`src/rtl/audio_frame_buffer_if.sv`:
```
// Handshake bundle between the audio sampler/FFT side and audio_frame_buffer.
//   master : drives sample_in, sample_valid and frame_ready; observes the frame outputs.
//   slave  : the frame buffer itself.
// Signals:
//   sample_in    - signed sample, accepted when sample_valid is high
//   sample_valid - single-cycle accept strobe
//   frame_out    - N elements of OUT_W bits; element 0 is the newest sample
//   frame_valid  - frame_out holds an unconsumed frame
//   frame_ready  - consumer takes the frame when high together with frame_valid
//   overflow     - sticky "a frame was dropped" flag
//   frame_count  - delivered frames (wrapping)
//   drop_count   - dropped frames (saturating)
interface audio_frame_buffer_if #(
  parameter int unsigned SAMPLE_W = 16,
  parameter int unsigned OUT_W    = 32,
  parameter int unsigned N        = 16,
  parameter int unsigned CNT_W    = 16
);
  logic [SAMPLE_W-1:0] sample_in;
  logic                sample_valid;
  logic [N*OUT_W-1:0]  frame_out;
  logic                frame_valid;
  logic                frame_ready;
  logic                overflow;
  logic [CNT_W-1:0]    frame_count;
  logic [CNT_W-1:0]    drop_count;

  modport master (
    output sample_in, sample_valid, frame_ready,
    input  frame_out, frame_valid, overflow, frame_count, drop_count
  );

  modport slave (
    input  sample_in, sample_valid, frame_ready,
    output frame_out, frame_valid, overflow, frame_count, drop_count
  );
endinterface

```
`src/rtl/audio_frame_buffer.sv`:
```
// Frame collector between the microphone sampler and the FFT.
// Keeps a circular history of the last N accepted samples (already aligned to OUT_W).
// After the first N samples, and then every HOP samples, it snapshots the newest N
// samples (including the one accepted that cycle) into frame_out and offers it with a
// valid/ready handshake. A snapshot that finds an unconsumed frame is dropped and counted.
// Ports:
//   clk - system clock, rising edge
//   rst - asynchronous active-high reset
//   bus - audio_frame_buffer_if.slave (sample input, frame output, status counters)
// The interface instance must be built with the same SAMPLE_W/OUT_W/N/CNT_W values.
module audio_frame_buffer #(
  parameter int unsigned SAMPLE_W  = 16,
  parameter int unsigned OUT_W     = 32,
  parameter int unsigned N         = 16,
  parameter int unsigned HOP       = 16,
  parameter bit          ALIGN_MSB = 1'b1,
  parameter int unsigned CNT_W     = 16
) (
  input logic                 clk,
  input logic                 rst,
  audio_frame_buffer_if.slave bus
);

  localparam int unsigned PtrW = $clog2(N);

  typedef enum logic [0:0] {StFill, StRun} state_e;

  state_e              state_q;
  logic [OUT_W-1:0]    hist_q [N];
  logic [PtrW-1:0]     wr_ptr_q;
  logic [PtrW-1:0]     fill_cnt_q;
  logic [PtrW-1:0]     hop_cnt_q;
  logic [N*OUT_W-1:0]  frame_out_q;
  logic                frame_valid_q;
  logic                overflow_q;
  logic [CNT_W-1:0]    frame_count_q;
  logic [CNT_W-1:0]    drop_count_q;

  logic [OUT_W-1:0]    aligned;
  logic                snap;
  logic                handshake;
  logic [N*OUT_W-1:0]  assembled;

  initial begin
    assert (OUT_W >= SAMPLE_W) else $fatal(1, "OUT_W must be >= SAMPLE_W");
    assert (N >= 4 && N <= 256 && (N & (N - 1)) == 0) else $fatal(1, "bad N");
    assert (HOP >= 1 && HOP <= N) else $fatal(1, "bad HOP");
  end

  always_comb begin
    if (ALIGN_MSB) begin
      aligned = OUT_W'(bus.sample_in) << (OUT_W - SAMPLE_W);
    end else begin
      aligned = OUT_W'(signed'(bus.sample_in));
    end
  end

  // Snapshot is requested by the accepted sample that completes the fill or a hop.
  always_comb begin
    snap = 1'b0;
    if (bus.sample_valid) begin
      unique case (state_q)
        StFill:  snap = (fill_cnt_q == PtrW'(N - 1));
        StRun:   snap = (hop_cnt_q == PtrW'(HOP - 1));
        default: snap = 1'b0;
      endcase
    end
  end

  assign handshake = frame_valid_q && bus.frame_ready;

  // Element 0 is the sample arriving this cycle; element k (k>=1) is the k-th most
  // recently stored one. The slot at wr_ptr_q is the oldest and is being overwritten.
  always_comb begin
    assembled = '0;
    assembled[OUT_W-1:0] = aligned;
    for (int k = 1; k < int'(N); k++) begin
      assembled[k*OUT_W +: OUT_W] = hist_q[wr_ptr_q - PtrW'(k)];
    end
  end

  always_ff @(posedge clk or posedge rst) begin
    if (rst) begin
      state_q       <= StFill;
      for (int i = 0; i < int'(N); i++) begin
        hist_q[i] <= '0;
      end
      wr_ptr_q      <= '0;
      fill_cnt_q    <= '0;
      hop_cnt_q     <= '0;
      frame_out_q   <= '0;
      frame_valid_q <= 1'b0;
      overflow_q    <= 1'b0;
      frame_count_q <= '0;
      drop_count_q  <= '0;
    end else begin
      if (bus.sample_valid) begin
        hist_q[wr_ptr_q] <= aligned;
        wr_ptr_q         <= wr_ptr_q + 1'b1;
        unique case (state_q)
          StFill: begin
            if (snap) begin
              state_q    <= StRun;
              fill_cnt_q <= '0;
              hop_cnt_q  <= '0;
            end else begin
              fill_cnt_q <= fill_cnt_q + 1'b1;
            end
          end
          StRun: begin
            // The hop counter restarts on every request, even a dropped one.
            hop_cnt_q <= snap ? '0 : hop_cnt_q + 1'b1;
          end
          default: state_q <= StFill;
        endcase
      end

      if (handshake) begin
        frame_count_q <= frame_count_q + 1'b1;
      end

      if (snap) begin
        if (!frame_valid_q || handshake) begin
          frame_out_q   <= assembled;
          frame_valid_q <= 1'b1;
        end else begin
          overflow_q <= 1'b1;
          if (drop_count_q != '1) begin
            drop_count_q <= drop_count_q + 1'b1;
          end
        end
      end else if (handshake) begin
        frame_valid_q <= 1'b0;
      end
    end
  end

  assign bus.frame_out   = frame_out_q;
  assign bus.frame_valid = frame_valid_q;
  assign bus.overflow    = overflow_q;
  assign bus.frame_count = frame_count_q;
  assign bus.drop_count  = drop_count_q;

endmodule

```
`src/flat_wrapper.sv`:
```
// flat-port wrapper written by rule: the top's interface ports become plain ports
module audio_frame_buffer_flat 
#(
  parameter int unsigned SAMPLE_W  = 16,
  parameter int unsigned OUT_W     = 32,
  parameter int unsigned N         = 16,
  parameter int unsigned HOP       = 16,
  parameter bit          ALIGN_MSB = 1'b1,
  parameter int unsigned CNT_W     = 16
)
  (clk, rst, bus_sample_in, bus_sample_valid, bus_frame_ready, bus_frame_out, bus_frame_valid, bus_overflow, bus_frame_count, bus_drop_count);
  audio_frame_buffer_if #(.SAMPLE_W(SAMPLE_W), .OUT_W(OUT_W), .N(N), .CNT_W(CNT_W)) bus_i ();
  input logic clk;
  input logic rst;
  input wire logic [$bits(bus_i.sample_in)-1:0] bus_sample_in;
  input wire logic [$bits(bus_i.sample_valid)-1:0] bus_sample_valid;
  input wire logic [$bits(bus_i.frame_ready)-1:0] bus_frame_ready;
  output wire logic [$bits(bus_i.frame_out)-1:0] bus_frame_out;
  output wire logic [$bits(bus_i.frame_valid)-1:0] bus_frame_valid;
  output wire logic [$bits(bus_i.overflow)-1:0] bus_overflow;
  output wire logic [$bits(bus_i.frame_count)-1:0] bus_frame_count;
  output wire logic [$bits(bus_i.drop_count)-1:0] bus_drop_count;
  assign bus_i.sample_in = bus_sample_in;
  assign bus_i.sample_valid = bus_sample_valid;
  assign bus_i.frame_ready = bus_frame_ready;
  assign bus_frame_out = bus_i.frame_out;
  assign bus_frame_valid = bus_i.frame_valid;
  assign bus_overflow = bus_i.overflow;
  assign bus_frame_count = bus_i.frame_count;
  assign bus_drop_count = bus_i.drop_count;
  audio_frame_buffer #(.SAMPLE_W(SAMPLE_W), .OUT_W(OUT_W), .N(N), .HOP(HOP), .ALIGN_MSB(ALIGN_MSB), .CNT_W(CNT_W)) u_core (.clk(clk), .rst(rst), .bus(bus_i));
endmodule
```
`config.mk`:
```
export PLATFORM = sky130hd
export DESIGN_NAME = audio_frame_buffer_flat
export DESIGN_NICKNAME = d
export VERILOG_FILES = /design/src/rtl/audio_frame_buffer_if.sv /design/src/rtl/audio_frame_buffer.sv /design/src/flat_wrapper.sv
export SDC_FILE = /design/constraint.sdc
export NUM_CORES = 2
export LEC_CHECK = 0
export BUFFER_PORTS_ARGS = -buffer_cell sky130_fd_sc_hd__buf_2
export CORE_ASPECT_RATIO = 0.7
export CORE_UTILIZATION = 53
export CTS_CLUSTER_DIAMETER = 80
export DETAILED_ROUTE_END_ITERATION = 10
export PLACE_DENSITY = 0.78
export SKIP_CTS_REPAIR_TIMING = 1
export SLEW_MARGIN = 20
export SYNTH_ARGS = -nofsm -noshare
export SYNTH_HDL_FRONTEND = slang
export SYNTH_SLANG_ARGS = --single-unit
```
`constraint.sdc`:
```
create_clock -name clk -period 16.7 [get_ports clk]
set_input_delay 1.67 -clock clk [delete_from_list [all_inputs] [get_ports clk]]
set_output_delay 1.67 -clock clk [all_outputs]
set_load 0.02 [all_outputs]
```
==> summary.md <==
| Metric | Value |
|---|---|
| Total wire length | 126,000 µm |
| DRC errors left | 0 |
| Reg2reg end | u_core.bus.frame_out[126] |
| TritonCTS buffer count | 57 |
| Final nets | 3,480 |
| Crit Path Class | input pin to flop |
| GPL Wtd Cong | 0.950 |
| Area of the multi-input gates | 22,600 µm² |
| Hold WC Path Type | flop to flop |
| Post-synth top flop | dfrtp_1 |
| Post-synth EDFFs | 0 |
| Max Cap Viol | 0 |
| Die Y | 228 µm |
| Drt wl/cell | 28.3 µm |
| Clk root buf | clkbuf_16 |
| Drt first pass iters | 6 |
| Clock slew at reported path FFs | 70 ps |
| Fill count | 5,739 |
| Share of layout cells above drive strength 1 | 0.345 |
| Boundary Pins | 566 |
| Die width | 325 µm |
| Slew headroom | 0.145 |
| Synth cell types | 46 |
| Max Slew Vio Count | 0 |
| Worst Setup SP | bus_sample_valid |
| H-tree depth | 2 |
| Fin crit period | 5050 ps |
| Vias in the first global route | 27,500 |
| Largest cells by area after synthesis | dfrtp_1 36%, mux4_2 17%, mux2_2 11% |
| RSZ-0062 raised after global routing | no |
| Hpwl dp | 85,800 µm |
| Grt total ovfl | 0 |
| YS warnings | 0 |
| Flop2flop setup slack | 11,770 ps |
| Asr flop ratio synth | 1.00 |
| Run status | finished, final reports clean |
| Top-count cell post-synth | dfrtp_1 |
| Worst Path Arrival | 5520 ps |
| Largest net degree at the start of global routing | 157 |
| Layout Skew | 47.3 ps |
| Starting DRC count in detailed routing | 4,199 |
| Std-Cell Rows | 82 |
| Worst Setup End Kind | flop |
| Slew @ Worst Pin | 1280 ps |
| Final worst-path cycle share | 0.302 |
| Pre-CTS WS | 11,090 ps |
| Top post-synthesis cells by count | 559 x dfrtp_1, 435 x mux2i_1, 389 x mux2_2, 375 x nand2_1, 288 x mux4_2 |
| Max FO, Critical Path | 112 |
| Reg-to-Reg Start | u_core.wr_ptr_q[1] |
| Input/output buffers | 309 |
| R2R cell count | 9 |
| Startpoint types | input pin |
| Initial core utilization | 0.538 |
| Mapped Cells | 3,316 |
| Clk_lat worst skew | 670 ps |
| Flops & latches, synth | 559 |
| Synth Cell Area | 38,700 µm² |
| Syn Area/Cell | 11.7 µm² |
| Sink Count | 559 |
| Global-route wire length before repair | 185,000 µm |
| Post-synthesis sequential area ratio | 0.362 |
| Top cell type's share of synthesized area | 0.362 |
| Initial antenna violation count | 10 |
| Max frequency | 0.198 GHz |
| TritonCTS clock tree | done |
| Hold WS | 473 ps |
| Reg area | 14,000 µm² |
| Dominant cell type by area after synthesis | dfrtp_1 |
| Final WS setup | 11,650 ps |
| CP required | 17,170 ps |
| Hold Fails Final Rpt | 0 |
| Setup violators final | 0 |
| Core ar. | 71,900 µm² |
| Die footprint | 74,100 µm² |
| DR vias | 29,700 |
| GRT Overall Usage | 0.333 |
| Total negative slack | 0 ps |
| Area delta synth->final | 7.95% |
| Final antenna-violating net count | 0 |
| Critical Path End | u_core.bus.frame_out[287] |
| Via-to-Cell Ratio | 6.66 |
| Clock buffer depth | 3 |
==> state kept, by name, summed over array words and instances, names as in the netlist, 4 cells and up <==
signal                  cells
u_core.bus.drop_count      16
u_core.bus.frame_count     16
u_core.bus.frame_out      256
u_core.fill_cnt_q           4
u_core.hist_q             256
u_core.hop_cnt_q            4
u_core.wr_ptr_q             4
==> cells by family after synthesis <==
family,after synthesis,synth area share
muxes,1112,0.393
and+or+nand+nor,636,0.0731
DFF,559,0.362
buffers and inverters,551,0.0851
AOI/OAI and AO/OA,398,0.0713
xor gates and xnor gates,41,0.00948
adders and majority gates,18,0.00582
other,1,0.0000969
==> worst max-delay path, cell delays in order <==
cell	delay (ps)
buf_2	290
and2b_1	310
a32oi_2	240
buf_4	250
or2_4	630
buf_4	890
buf_4	890
o21ai_0	220
==> through the flow <==
| step | util | instance area [µm²] | std cells |
|---|---|---|---|
| 3_5_place_dp | 0.552 | 39700 | 4347 |
| 5_1_grt | 0.581 | 41800 | 4455 |
| 6_report | 0.581 | 41800 | 4457 |
| 3_3_place_gp | 0.552 | 39700 | 4347 |
| 4_1_cts | 0.580 | 41700 | 4452 |
| 2_1_floorplan | - | 39600 | 3571 |
==> worst min-delay path by stage <==
stage / startpoint / to / slack, ps / cells after the start
finish: u_core.bus.frame_out[159] / u_core.bus.frame_out[159] / 470 / 2
global route: u_core.bus.overflow / u_core.bus.overflow / 490 / 1
floorplan: u_core.fill_cnt_q[3] / u_core.fill_cnt_q[3] / 440 / 1
CTS: u_core.bus.overflow / u_core.bus.overflow / 470 / 1
global placement: u_core.bus.overflow / u_core.bus.overflow / 450 / 1
detailed placement: u_core.bus.overflow / u_core.bus.overflow / 460 / 1
==> cells in the final DEF, fill, tap and decap left out, drive strengths merged, types with 5 or more instances in the layout <==
cell	instances
nand2b	6
nand4	11
o211ai	98
a22o	17
or3	25
o21ai	150
and4	5
clkinvlp	6
a21oi	17
inv	6
conb	256
a221oi	16
buf	354
clkbuf	75
a221o	15
nand2	375
mux2	389
and3	7
or2	28
bufinv	5
ha	18
dfrtp	559
nand3	158
o221ai	79
mux2i	435
mux4	288
clkinv	22
xnor2	34
nor2	14
xor2	7
==> layout make-up <==
cell class / count / share of cell area
Multi-Input combinational cell: 2461 / 0.541
Sequential cell: 559 / 0.335
Timing Repair Buffer: 355 / 0.0464
Clock buffer: 74 / 0.0390
Tap cell: 966 / 0.0289
Clock inverter: 31 / 0.00860
Inverter: 8 / 0.000899
Antenna cell: 3 / 0.000180
==> routing by layer <==
metal / track usage / vias to the layer above / wire length [µm]
li1: - / 12300 / -
met1: 0.456 / 14900 / 47900
met2: 0.437 / 2126 / 50500
met3: 0.166 / 336 / 21100
met4: 0.156 / 2 / 6700
met5: 0 / - / 8
Power is left out: the tool's default activity adds up to more than one toggle a clock period on the data nets, which glitch-free logic cannot reach.
